## src/rtl/pc_sequencer.sv

```systemverilog
// pc_sequencer: fetch / next-PC controller for the multi-cycle MIPS core.
//
// Holds the PC, runs the imem req/ack handshake, latches the fetched word for
// decode, and on ex_done picks the next PC (halt > jr > jump > branch > seq).
// Also counts retired instructions.
//
// Ports
//   clk, rst_n            clock, async active-low reset
//   imem_req/addr         fetch request (held until ack), address = pc
//   imem_ack/rdata        one-cycle ack pulse with the instruction word
//   instr, instr_valid    latched instruction, valid for the whole of EXEC
//   ex_done               execute finished; decision inputs valid this cycle
//   br_taken, br_offset   conditional branch, unshifted sign-extended offset
//   jump, j_index         J/JAL target field
//   jr, jr_addr           JR/JALR register target
//   halt                  stop after this instruction
//   pc, pc_plus4          current PC and its link value
//   retire_cnt            retired-instruction count, wraps at 2^32
//   halted                sequencer parked in HALT until reset
//   align_err             one-cycle pulse on a misaligned jr (trap build only)
//
// Build option
//   PC_ALIGN_TRAP_EN  misaligned jr traps to EXC_VEC and pulses align_err.
//                     Undefined: the low two target bits are dropped silently.
module pc_sequencer #(
  parameter logic [31:0] RESET_PC = 32'h0000_3000,
  parameter logic [31:0] EXC_VEC  = 32'h0000_4180
) (
  input  logic        clk,
  input  logic        rst_n,
  output logic        imem_req,
  output logic [31:0] imem_addr,
  input  logic        imem_ack,
  input  logic [31:0] imem_rdata,
  output logic [31:0] instr,
  output logic        instr_valid,
  input  logic        ex_done,
  input  logic        br_taken,
  input  logic [31:0] br_offset,
  input  logic        jump,
  input  logic [25:0] j_index,
  input  logic        jr,
  input  logic [31:0] jr_addr,
  input  logic        halt,
  output logic [31:0] pc,
  output logic [31:0] pc_plus4,
  output logic [31:0] retire_cnt,
  output logic        halted,
  output logic        align_err
);

  typedef enum logic [1:0] {S_IDLE, S_FETCH, S_EXEC, S_HALT} state_t;

`ifdef PC_ALIGN_TRAP_EN
  localparam bit TRAP_EN = 1'b1;
`else
  localparam bit TRAP_EN = 1'b0;
`endif

  state_t      state_q, state_d;
  logic [31:0] pc_q, pc_d;
  logic [31:0] instr_q, instr_d;
  logic [31:0] cnt_q, cnt_d;
  logic        align_q, align_d;

  logic [31:0] br_target, j_target, jr_target;
  logic        misalign;

  assign pc_plus4  = pc_q + 32'd4;
  // Branch offset is a word offset; bits above [29] fall off with the shift.
  assign br_target = pc_plus4 + {br_offset[29:0], 2'b00};
  assign j_target  = {pc_plus4[31:28], j_index, 2'b00};
  assign jr_target = {jr_addr[31:2], 2'b00};
  assign misalign  = TRAP_EN && (jr_addr[1:0] != 2'b00);

  always_ff @(posedge clk or negedge rst_n) begin
    if (!rst_n) begin
      state_q <= S_IDLE;
      pc_q    <= RESET_PC;
      instr_q <= 32'd0;
      cnt_q   <= 32'd0;
      align_q <= 1'b0;
    end else begin
      state_q <= state_d;
      pc_q    <= pc_d;
      instr_q <= instr_d;
      cnt_q   <= cnt_d;
      align_q <= align_d;
    end
  end

  always_comb begin
    state_d = state_q;
    pc_d    = pc_q;
    instr_d = instr_q;
    cnt_d   = cnt_q;
    align_d = 1'b0;
    case (state_q)
      S_IDLE:  state_d = S_FETCH;
      S_FETCH: begin
        if (imem_ack) begin
          instr_d = imem_rdata;
          state_d = S_EXEC;
        end
      end
      S_EXEC: begin
        if (ex_done) begin
          cnt_d   = cnt_q + 32'd1;
          state_d = S_FETCH;
          if (halt) begin
            // Halt still retires and advances the PC.
            pc_d    = pc_plus4;
            state_d = S_HALT;
          end else if (jr) begin
            if (misalign) begin
              pc_d    = EXC_VEC;
              align_d = 1'b1;
            end else begin
              pc_d = jr_target;
            end
          end else if (jump) begin
            pc_d = j_target;
          end else if (br_taken) begin
            pc_d = br_target;
          end else begin
            pc_d = pc_plus4;
          end
        end
      end
      S_HALT:  state_d = S_HALT;
      default: state_d = S_IDLE;
    endcase
  end

  // Decoded straight from state so reset drops imem_req without waiting a clock.
  assign imem_req    = (state_q == S_FETCH);
  assign imem_addr   = pc_q;
  assign instr       = instr_q;
  assign instr_valid = (state_q == S_EXEC);
  assign halted      = (state_q == S_HALT);
  assign pc          = pc_q;
  assign retire_cnt  = cnt_q;
  assign align_err   = align_q;

endmodule

```

## config.mk

```make
export PLATFORM = sky130hd
export DESIGN_NAME = pc_sequencer
export DESIGN_NICKNAME = d
export VERILOG_FILES = /design/src/rtl/pc_sequencer.sv
export SDC_FILE = /design/constraint.sdc
export NUM_CORES = 1
export LEC_CHECK = 0
export ABC_AREA = 1
export BUFFER_PORTS_ARGS = -buffer_cell sky130_fd_sc_hd__buf_2
export CORE_ASPECT_RATIO = 0.75
export CORE_UTILIZATION = 57
export CTS_BUF_LIST = sky130_fd_sc_hd__clkbuf_4
export DETAILED_ROUTE_END_ITERATION = 7
export PLACE_DENSITY = 0.89
export SYNTH_ARGS = -nofsm -noshare
export SYNTH_HDL_FRONTEND = slang
export SYNTH_SLANG_ARGS = --single-unit
export TNS_END_PERCENT = 10
```

## constraint.sdc

```tcl
create_clock -name clk -period 4.4 [get_ports clk]
set_input_delay 0.88 -clock clk [delete_from_list [all_inputs] [get_ports clk]]
set_output_delay 0.88 -clock clk [all_outputs]
set_load 0.02 [all_outputs]
```

==> impl_metrics.env, run 1 <==
export IMPL_fp_row_count=38
export IMPL_first_pass_iters=8
export IMPL_crit_path_top_delay_cell="dfrtp_1"
export IMPL_synth_cell_types=49
export IMPL_max_freq_mhz=272.2
export IMPL_r2r_start="imem_addr[2]$_DFFE_PN0P_"
export IMPL_end_kind="flop"
export IMPL_cts_root_buf="clkbuf_4"
export IMPL_rsz0062_at_grt="no"
export IMPL_drtIter0Drc=918
export IMPL_grt_pass1_wl_mm=42.72
export IMPL_slowest_delay_ns=0.50
export IMPL_dp_hpwl_mm=22.58
export IMPL_tritoncts="built"
export IMPL_powerDensity_nw_per_um2=618.0
export IMPL_cp_required_ns=4.77
export IMPL_cp_start_kind="flop"
export IMPL_syn_avg_cell_area_um2=6.496
export IMPL_crit_type="flop to flop"
export IMPL_place_ws_ns=0.9127
export IMPL_mostFrequentLayoutCell="nand2_1"
export IMPL_core_area_um2=14550
export IMPL_wire_per_inst_um=15.89
export IMPL_finalMaxSlewViolations=0
export IMPL_cp_top_family="simple AND/OR/NAND/NOR gates"
export IMPL_post_cts_setup_buffers=0
export IMPL_final_cell_mix="447 x nand2_1, 281 x buf_2, 196 x inv_1"
export IMPL_finalCritPeriodShare=0.8351
export IMPL_area_growth_pct=17.96
export IMPL_syn_cell_area_um2=8542
export IMPL_grt_max_degree=75
export IMPL_timing_setup_tns_ns=0
export IMPL_fin_cells=1764
export IMPL_overflow=0
export IMPL_clock_latency_ns=0.46
export IMPL_max_slew_worst_pin_slew_ns=0.9399
export IMPL_ys_warn_count=0
export IMPL_synth_seq_cells=96
export IMPL_dieArea_um2=15480
export IMPL_via_count=9441
export IMPL_dpl_cell_area_um2=9913
export IMPL_detail_route_antenna_nets=0
export IMPL_status="completed"
export IMPL_hp_class="flop to flop"
export IMPL_drive_gt1_frac=0.2399
export IMPL_finalPower_mw=6.227
export IMPL_r2r_cells=17
export IMPL_cts_sinks=96
export IMPL_worst_ir_drop_vdd_mv=0.6443
export IMPL_relSlewSlack=0.3734
export IMPL_min_path_cells=1
export IMPL_rr_endpoint="imem_addr[20]$_DFFE_PN0P_"
export IMPL_first_global_vias=8400
export IMPL_async_flop_share=1.000
export IMPL_path_clk_slew_ns=0.15
export IMPL_die_h_um=108.0
export IMPL_grt_util_all_layers=0.3627
export IMPL_yosysSeqAreaShare=0.2815
export IMPL_num_fill_cells=1352
export IMPL_die_x_um=143.4
export IMPL_final_hold_viol_count=0
export IMPL_cts_buffers=9
export IMPL_drc=0
export IMPL_ctsResizeCount=0
export IMPL_crit_chain="nand2_1, nor2_2, inv_2, nor3_2, xor2_1, ha_1, nand2_1, nor2_1, nand3_1, nand3_1, nand2_1, nand3_1, nand2_1, nand3_1, nand2_1, a21oi_1, nor2_1"
export IMPL_setup_viol=0
export IMPL_hold_buffers=0
export IMPL_fin_skew_ns=0.01367
export IMPL_htreeDepth=3
export IMPL_p_leak_nw=5.948
export IMPL_cpMostUsedCell="nand2_1"
export IMPL_cap_violations=0
export IMPL_syn_inst=1315
export IMPL_antenna_found_initial=1
export IMPL_dp_cells=1748
export IMPL_io_pins=294
export IMPL_arrival_ns=4.04
export IMPL_nNetsFinal=1728
export IMPL_crit_buf_inv=1
export IMPL_final_cell_area_um2=10080
export IMPL_worst_slack_ns=0.7257
export IMPL_cp_max_fo=8
export IMPL_synth_edf_count=0
export IMPL_via_per_inst=5.352
export IMPL_start_util=0.5871
export IMPL_min_to="retire_cnt[31]$_DFFE_PN0P_"
export IMPL_wl_mm=28.03
export IMPL_gp_congestion=0.9774
export IMPL_cts_buffer_depth=2
export IMPL_worstHoldStart="retire_cnt[31]$_DFFE_PN0P_"
export IMPL_ys_flop_type="dfrtp_1"
export IMPL_port_buffers=282
export IMPL_r2r_setup_slack_ns=0.73
export IMPL_period_minus_slack_ns=3.674
==> power by group <==
group	switching [mW]	internal, mW	total, mW
sequential	0.371	1.18	1.55
combinational	2.78	1.37	4.14
clock	0.303	0.232	0.536
==> Yosys cell counts, drive strengths merged (3+ instances only) <==
cell / number / area, um^2
o211ai: 5 / 37.54
inv: 200 / 750.7
nand3: 71 / 377.9
o21bai: 3 / 22.52
or2: 11 / 68.82
ha: 38 / 475.5
dfrtp: 94 / 2352
o21ai: 53 / 265.3
mux2: 32 / 360.4
a22oi: 3 / 22.52
buf: 42 / 300.3
nor2: 114 / 455.4
and2: 3 / 18.77
nand2: 448 / 1689
a21oi: 67 / 335.3
clkbuf: 22 / 82.58
xnor2: 18 / 157.7
xor2: 34 / 297.8
nand4: 14 / 117.6
nor3: 22 / 130.1
==> per-stage QoR <==
step,hold WS [ns],utilization
detailed placement,0.4612,0.6814
floorplan,0.5360,-
CTS,0.4861,0.6924
global route,0.4942,0.6926
global placement,0.4595,0.6814
finish,0.4877,0.6926
==> sequential cells by signal, indices dropped and copies added (netlist names) <==
register / count
instr: 32
retire_cnt: 32
imem_addr: 30
state_q: 2
==> cell type report <==
class / count / area, um^2 / area share
multi-input combinational: 959 / 5017 / 0.4980
antenna: 1 / 2.502 / 0.0002484
inverter: 202 / 759.5 / 0.07538
tap: 200 / 250.2 / 0.02484
timing repair buffer: 291 / 1481 / 0.1470
clock buffer: 9 / 67.56 / 0.006706
sequential: 96 / 2405 / 0.2387
clock inverter: 6 / 92.59 / 0.009189
==> worst max-delay path by stage <==
stage                        startpoint                        end  slack [ns]  cells after the start
2_1_floorplan  imem_addr[2]$_DFFE_PN0P_  imem_addr[24]$_DFFE_PN0P_        1.36                     19
3_3_place_gp   imem_addr[2]$_DFFE_PN0P_  imem_addr[31]$_DFFE_PN0P_        0.94                     22
3_5_place_dp   imem_addr[2]$_DFFE_PN0P_  imem_addr[25]$_DFFE_PN0P_        0.91                     22
4_1_cts        imem_addr[2]$_DFFE_PN0P_  imem_addr[25]$_DFFE_PN0P_        0.88                     22
5_1_grt        imem_addr[2]$_DFFE_PN0P_  imem_addr[20]$_DFFE_PN0P_        0.49                     17
6_report       imem_addr[2]$_DFFE_PN0P_  imem_addr[20]$_DFFE_PN0P_        0.73                     17
==> cell families after synthesis <==
| kind of cell | after synthesis | synth area share |
|---|---|---|
| xor+xnor | 52 | 0.05332 |
| buf+inv | 266 | 0.1337 |
| compound gates | 142 | 0.08994 |
| other cells | 1 | 0.0004390 |
| fa+ha+maj | 39 | 0.05801 |
| flops | 96 | 0.2815 |
| mux | 32 | 0.04219 |
| simple gates | 687 | 0.3409 |
==> routing by layer <==
metal,part of all wire,global-route usage
met5,0,0
met4,0.025,0.1079
met3,0.12,0.08370
met2,0.44,0.5707
met1,0.42,0.4969
(Power assumes the default switching activity.)
==> run 2: changes to the inputs <==
--- a/config.mk
+++ b/config.mk
@@ -5,13 +5,13 @@
 export SDC_FILE = /design/constraint.sdc
 export NUM_CORES = 1
 export LEC_CHECK = 0
-export ABC_AREA = 1
+export ABC_AREA = 0
 export BUFFER_PORTS_ARGS = -buffer_cell sky130_fd_sc_hd__buf_2
 export CORE_ASPECT_RATIO = 0.75
-export CORE_UTILIZATION = 57
+export CORE_UTILIZATION = 51
 export CTS_BUF_LIST = sky130_fd_sc_hd__clkbuf_4
 export DETAILED_ROUTE_END_ITERATION = 7
-export PLACE_DENSITY = 0.89
+export PLACE_DENSITY = 0.83
 export SYNTH_ARGS = -nofsm -noshare
 export SYNTH_HDL_FRONTEND = slang
 export SYNTH_SLANG_ARGS = --single-unit
==> constraint.sdc (replaced) <==
create_clock -name clk -period 3.8 [get_ports clk]
set_input_delay 0.76 -clock clk [delete_from_list [all_inputs] [get_ports clk]]
set_output_delay 0.76 -clock clk [all_outputs]
set_load 0.02 [all_outputs]
==> run 2 against run 1 <==
Combinational power decreased by 5.8%. Clock skew increased by 0.016 ns. Routed wire length decreased by 8.3%. Sequential cell count unchanged.
==> impl_metrics.env, run 2 <==
export IMPL_htreeDepth=3
export IMPL_finalMaxSlewViolations=0
export IMPL_relSlewSlack=0.3511
export IMPL_gp_congestion=1.009
export IMPL_cpMostUsedCell="a21oi_1"
export IMPL_dieArea_um2=14960
export IMPL_core_area_um2=13930
export IMPL_rr_endpoint="imem_addr[31]$_DFFE_PN0P_"
export IMPL_crit_type="flop to flop"
export IMPL_grt_pass1_wl_mm=39.45
export IMPL_arrival_ns=4.05
export IMPL_drive_gt1_frac=0.3752
export IMPL_r2r_setup_slack_ns=0.12
export IMPL_first_global_vias=7311
export IMPL_area_growth_pct=26.08
export IMPL_timing_setup_tns_ns=0
export IMPL_cts_buffers=9
export IMPL_tritoncts="built"
export IMPL_setup_viol=0
export IMPL_r2r_start="imem_addr[17]$_DFFE_PN0P_"
export IMPL_syn_inst=834
export IMPL_worst_slack_ns=0.1176
export IMPL_p_leak_nw=4.651
export IMPL_detail_route_antenna_nets=0
export IMPL_place_ws_ns=0.08845
export IMPL_die_x_um=140.9
export IMPL_hold_buffers=0
export IMPL_end_kind="flop"
export IMPL_via_count=7781
export IMPL_worst_ir_drop_vdd_mv=0.4546
export IMPL_via_per_inst=5.864
export IMPL_final_cell_mix="281 x buf_2, 92 x dfrtp_1, 72 x nand2_1"
export IMPL_syn_cell_area_um2=7378
export IMPL_crit_path_top_delay_cell="dfrtp_1"
export IMPL_io_pins=294
export IMPL_max_slew_worst_pin_slew_ns=0.9704
export IMPL_grt_util_all_layers=0.3443
export IMPL_slowest_delay_ns=0.46
export IMPL_cp_max_fo=5
export IMPL_mostFrequentLayoutCell="buf_2"
export IMPL_cts_buffer_depth=2
export IMPL_synth_cell_types=80
export IMPL_fp_row_count=37
export IMPL_max_freq_mhz=271.6
export IMPL_wl_mm=25.71
export IMPL_overflow=0
export IMPL_finalPower_mw=6.066
export IMPL_die_h_um=106.2
export IMPL_drtIter0Drc=770
export IMPL_rsz0062_at_grt="yes"
export IMPL_drc=0
export IMPL_fin_skew_ns=0.02954
export IMPL_wire_per_inst_um=19.37
export IMPL_powerDensity_nw_per_um2=652.1
export IMPL_synthTopCellsByCount="94 x dfrtp_1, 72 x nand2_1, 58 x a21oi_1"
export IMPL_async_flop_share=1.000
export IMPL_cp_required_ns=4.17
export IMPL_cp_start_kind="flop"
export IMPL_utilization=0.6676
export IMPL_dp_hpwl_mm=20.23
export IMPL_period_minus_slack_ns=3.682
export IMPL_start_util=0.5295
export IMPL_cap_violations=0
export IMPL_yosysSeqAreaShare=0.3259
export IMPL_grt_max_degree=53
export IMPL_synth_seq_cells=96
export IMPL_port_buffers=282
export IMPL_nNetsFinal=1294
export IMPL_ys_warn_count=0
export IMPL_ys_flop_type="dfrtp_1"
export IMPL_syn_avg_cell_area_um2=8.847
export IMPL_r2r_cells=15
export IMPL_synth_most_common_cell="dfrtp_1"
export IMPL_synth_top_cell_by_area="dfrtp_1"
export IMPL_first_pass_iters=5
export IMPL_clock_latency_ns=0.46
export IMPL_antenna_found_initial=1
export IMPL_crit_chain="nand4_1, or3_4, nor3_2, buf_4, xor2_1, ha_1, a21oi_1, buf_4, a21oi_1, a21oi_1, o22ai_1, a21o_1, a211oi_1, xnor2_1, a21oi_1"
export IMPL_status="completed"
export IMPL_synth_edf_count=0
export IMPL_finalCritPeriodShare=0.9690
export IMPL_cts_sinks=96
export IMPL_final_hold_viol_count=0
export IMPL_synth_top_cell_area_share=0.3188
export IMPL_yosys_top_cells_area="dfrtp_1 32%, ha_1 6.4%, xnor2_1 6.4%, mux2_2 5.2%, a21oi_1 3.9%"
export IMPL_dp_cells=1307
export IMPL_hp_class="primary input to asynchronous set/reset pin"
export IMPL_fin_cells=1327
export IMPL_cts_root_buf="clkbuf_4"
export IMPL_path_clk_slew_ns=0.18
run 2: cell count changes after synthesis, sizes merged, moves of 11 or more:
cell,change
nand3,-39
inv,-178
o22ai,+12
and3,+11
a211oi,+11
xnor2,+37
nor2,-58
nand2,-375
run 2: repair_timing:
| action | CTS | global route |
|---|---|---|
| buffers inserted | 0 | 2 |
| resized for setup | 0 | 7 |
| setup endpoints to repair | 0 | 6 |
run 2: power breakdown:
part	switching (mW)	internal, mW	total [mW]
clock	0.411	0.155	0.566
combinational	2.35	1.55	3.90
sequential	0.291	1.31	1.60
run 2: cell families (layout without fill, tap and decap cells):
logic type      after synthesis  after routing  share of synthesized area
simple gates                258            258                     0.1820
compound gates              227            227                     0.2040
flops                        96             96                     0.3259
buf+inv                      96            386                    0.06868
xor+xnor                     81             81                    0.09717
fa+ha+maj                    39             39                    0.06715
mux                          36             36                    0.05460
other cells                   1              9                  0.0005082
run 2: how the worst max path moves through the flow:
stage,startpoint,endpoint
global placement,imem_addr[3]$_DFFE_PN0P_,imem_addr[28]$_DFFE_PN0P_
CTS,imem_addr[3]$_DFFE_PN0P_,imem_addr[28]$_DFFE_PN0P_
detailed placement,imem_addr[3]$_DFFE_PN0P_,imem_addr[31]$_DFFE_PN0P_
finish,imem_addr[17]$_DFFE_PN0P_,imem_addr[31]$_DFFE_PN0P_
floorplan,imem_addr[8]$_DFFE_PN0P_,imem_addr[31]$_DFFE_PN0P_
global route,imem_addr[2]$_DFFE_PN0P_,imem_addr[28]$_DFFE_PN0P_
run 2: cell type report:
type	count	area, um^2
fillers	1213	4632
multi-input cells	648	4517
flip-flops and latches	96	2407
repair buffers	347	1902
well taps	195	244.0
inverters	23	86.33
clock inverters	7	73.82
clock buffers	9	67.56
diodes	2	5.005
run 2: layer usage:
metal,up-vias,share of wire,GRT usage
met3,48,0.091,0.06396
li1,3597,-,-
met1,3707,0.45,0.4937
met4,0,0.022,0.08540
met2,429,0.44,0.5345
met5,-,0,0
run 2: metrics by stage:
stage	area, um^2	hold slack, ns
after global routing	9303	0.3137
after detailed placement	9119	0.4565
after global placement	9119	0.4515
after floorplan	7408	0.4644
final	9303	0.3101
after CTS	9260	0.3114
run 2: critical path: cells and delay by family (launching register included):
family                   cells  cell delay [ns]
AO/OA/AOI/OAI                7             1.25
AND/OR/NAND/NOR              3             0.89
flip-flops                   1             0.46
XOR/XNOR                     2             0.36
buffers and inverters        2             0.33
adder cells (fa/ha/maj)      1             0.32
==> run 3: changes to the inputs <==
--- a/config.mk
+++ b/config.mk
@@ -5,13 +5,13 @@
 export SDC_FILE = /design/constraint.sdc
 export NUM_CORES = 1
 export LEC_CHECK = 0
-export ABC_AREA = 0
+export ABC_AREA = 1
 export BUFFER_PORTS_ARGS = -buffer_cell sky130_fd_sc_hd__buf_2
 export CORE_ASPECT_RATIO = 0.75
-export CORE_UTILIZATION = 51
+export CORE_UTILIZATION = 53
 export CTS_BUF_LIST = sky130_fd_sc_hd__clkbuf_4
 export DETAILED_ROUTE_END_ITERATION = 7
-export PLACE_DENSITY = 0.83
+export PLACE_DENSITY = 0.84
 export SYNTH_ARGS = -nofsm -noshare
 export SYNTH_HDL_FRONTEND = slang
 export SYNTH_SLANG_ARGS = --single-unit
==> run 3 against run 2 <==
Non-clock buffer count is 52 lower. Count of clock-buffer cells in the layout is the same. Fmax up 4.1%. Die area rose by 11%. Combinational power up 25%. Final cell count rose by 34%. Clock skew up 0.0030 ns.
==> impl_metrics.env, run 3 (synthesized netlist as in run 1, its figures left out) <==
export IMPL_rsz0062_at_grt="yes"
export IMPL_status="completed"
export IMPL_via_count=9415
export IMPL_cts_buffers=9
export IMPL_path_clk_slew_ns=0.19
export IMPL_io_pins=294
export IMPL_cts_root_buf="clkbuf_4"
export IMPL_finalCritPeriodShare=0.9309
export IMPL_drc=0
export IMPL_finalPower_mw=7.220
export IMPL_tritoncts="built"
export IMPL_first_pass_iters=7
export IMPL_cp_required_ns=4.17
export IMPL_finalMaxSlewViolations=0
export IMPL_antenna_found_initial=0
export IMPL_power_internal_mw=3.135
export IMPL_final_cell_mix="447 x nand2_1, 281 x buf_2, 196 x inv_1"
export IMPL_final_hold_viol_count=0
export IMPL_fp_row_count=39
export IMPL_dpl_cell_area_um2=9950
export IMPL_power_share_sequential=0.249
export IMPL_p_clk_frac=0.075
export IMPL_powerDensity_nw_per_um2=714.9
export IMPL_end_kind="flop"
export IMPL_wire_per_inst_um=16.15
export IMPL_mostFrequentLayoutCell="nand2_1"
export IMPL_gp_congestion=1.056
export IMPL_p_sw_mw=4.085
export IMPL_final_cell_area_um2=10100
export IMPL_drtIter0Drc=886
export IMPL_post_cts_setup_buffers=0
export IMPL_via_per_inst=5.310
export IMPL_switching_share=0.5658
export IMPL_overflow=0
export IMPL_die_h_um=111.9
export IMPL_start_util=0.5522
export IMPL_timing_setup_tns_ns=0
export IMPL_first_global_vias=8697
export IMPL_hp_class="primary input to asynchronous set/reset pin"
export IMPL_wl_mm=28.63
export IMPL_cp_start_kind="flop"
export IMPL_relSlewSlack=0.3268
export IMPL_nNetsFinal=1732
export IMPL_cts_buffer_depth=2
export IMPL_cts_sinks=96
export IMPL_port_buffers=282
export IMPL_p_leak_nw=5.965
export IMPL_crit_type="flop to flop"
export IMPL_core_area_um2=15470
export IMPL_p_comb_frac=0.676
export IMPL_period_minus_slack_ns=3.538
export IMPL_clock_latency_ns=0.47
export IMPL_setup_viol=0
export IMPL_grt_max_degree=80
export IMPL_htreeDepth=3
export IMPL_dieArea_um2=16630
export IMPL_die_x_um=148.6
export IMPL_max_slew_worst_pin_slew_ns=1.010
export IMPL_arrival_ns=3.90
export IMPL_n_antenna_cell=0
export IMPL_cap_violations=0
export IMPL_grt_util_all_layers=0.3513
export IMPL_area_growth_pct=18.24
export IMPL_grt_pass1_wl_mm=45.02
export IMPL_dp_hpwl_mm=23.13
export IMPL_detail_route_antenna_nets=0
export IMPL_max_freq_mhz=282.7
export IMPL_fin_skew_ns=0.03252
export IMPL_cp_max_fo=5
export IMPL_drive_gt1_frac=0.2455
export IMPL_worst_ir_drop_vdd_mv=0.5807
## run 3: worst max-delay path, cell delays in order, from the launching register on
cell and delay (ns):
dfstp_2 0.64, nand2_1 0.11, nor2_1 0.20, nand2_1 0.16, nor2_1 0.12, nand2_1 0.12
xor2_1 0.31, inv_1 0.13, ha_1 0.35, nand2_1 0.10, nor2_1 0.23, nand2_1 0.13
nor3_1 0.26, nand2_1 0.09, nand2_1 0.11, inv_1 0.05, nand2_1 0.05, nand3_1 0.06
nand2_1 0.08, nand2_1 0.05, nand2_1 0.06, nand2_1 0.05
## run 3: final timing paths
| kind | endpoint | startpoint | slack [ns] | cells after the start |
|---|---|---|---|---|
| worst max-delay path | imem_addr[31]$_DFFE_PN0P_ | imem_addr[13]$_DFFE_PN1P_ | 0.26 | 21 |
| worst min-delay path | retire_cnt[18]$_DFFE_PN0P_ | rst_n | 0.41 | 1 |
| worst max register to register | imem_addr[31]$_DFFE_PN0P_ | imem_addr[13]$_DFFE_PN1P_ | 0.26 | 21 |
| worst min register to register | retire_cnt[29]$_DFFE_PN0P_ | retire_cnt[29]$_DFFE_PN0P_ | 0.51 | 1 |
| max in group asynchronous | instr[15]$_DFFE_PN0P_ | rst_n | 2.48 | 2 |
| min in group clk | retire_cnt[29]$_DFFE_PN0P_ | retire_cnt[29]$_DFFE_PN0P_ | 0.51 | 1 |
## run 3: cell type report
cell class	count	area, um^2
fill	1462	5369
multi-input combinational	959	5035
sequential	96	2407
timing repair buffer	295	1511
inverter	202	759.5
tap	205	256.5
clock buffer	9	67.56
clock inverter	7	62.56
## run 3: power groups by stage
stage	Sequential [mW]	Clock, mW	Combinational (mW)
after floorplan	2.10	0	3.02
after global placement	1.77	0	4.71
after detailed placement	1.80	0	4.78
after CTS	1.78	0.544	4.80
after global routing	1.86	0.591	5.34
final	1.80	0.540	4.88
## run 3: repair_timing
item                                    in CTS  in global routing
resized for setup                            0                  5
endpoints found under the setup margin       0                 11
hold buffers                                 0                  0
hold endpoints to repair                     0                  0
## run 3: per-layer routing
metal | vias to the layer above | routed length [um] | track usage
li1 | 4570 | - | -
met1 | 4283 | 12340 | 0.4946
met2 | 517 | 12660 | 0.5477
met3 | 45 | 3032 | 0.07008
met4 | 0 | 594 | 0.09210
met5 | - | 0 | 0
## run 3: metrics by stage
step,instances,hold slack [ns],worst slack (ns),utilization
3_5_place_dp,1757,0.4870,0.2518,0.6432
6_report,1773,0.4105,0.2624,0.6529
2_1_floorplan,1321,0.4644,0.7600,-
3_3_place_gp,1757,0.4589,0.3768,0.6432
4_1_cts,1773,0.4622,0.2188,0.6516
5_1_grt,1773,0.4605,-0.06024,0.6529
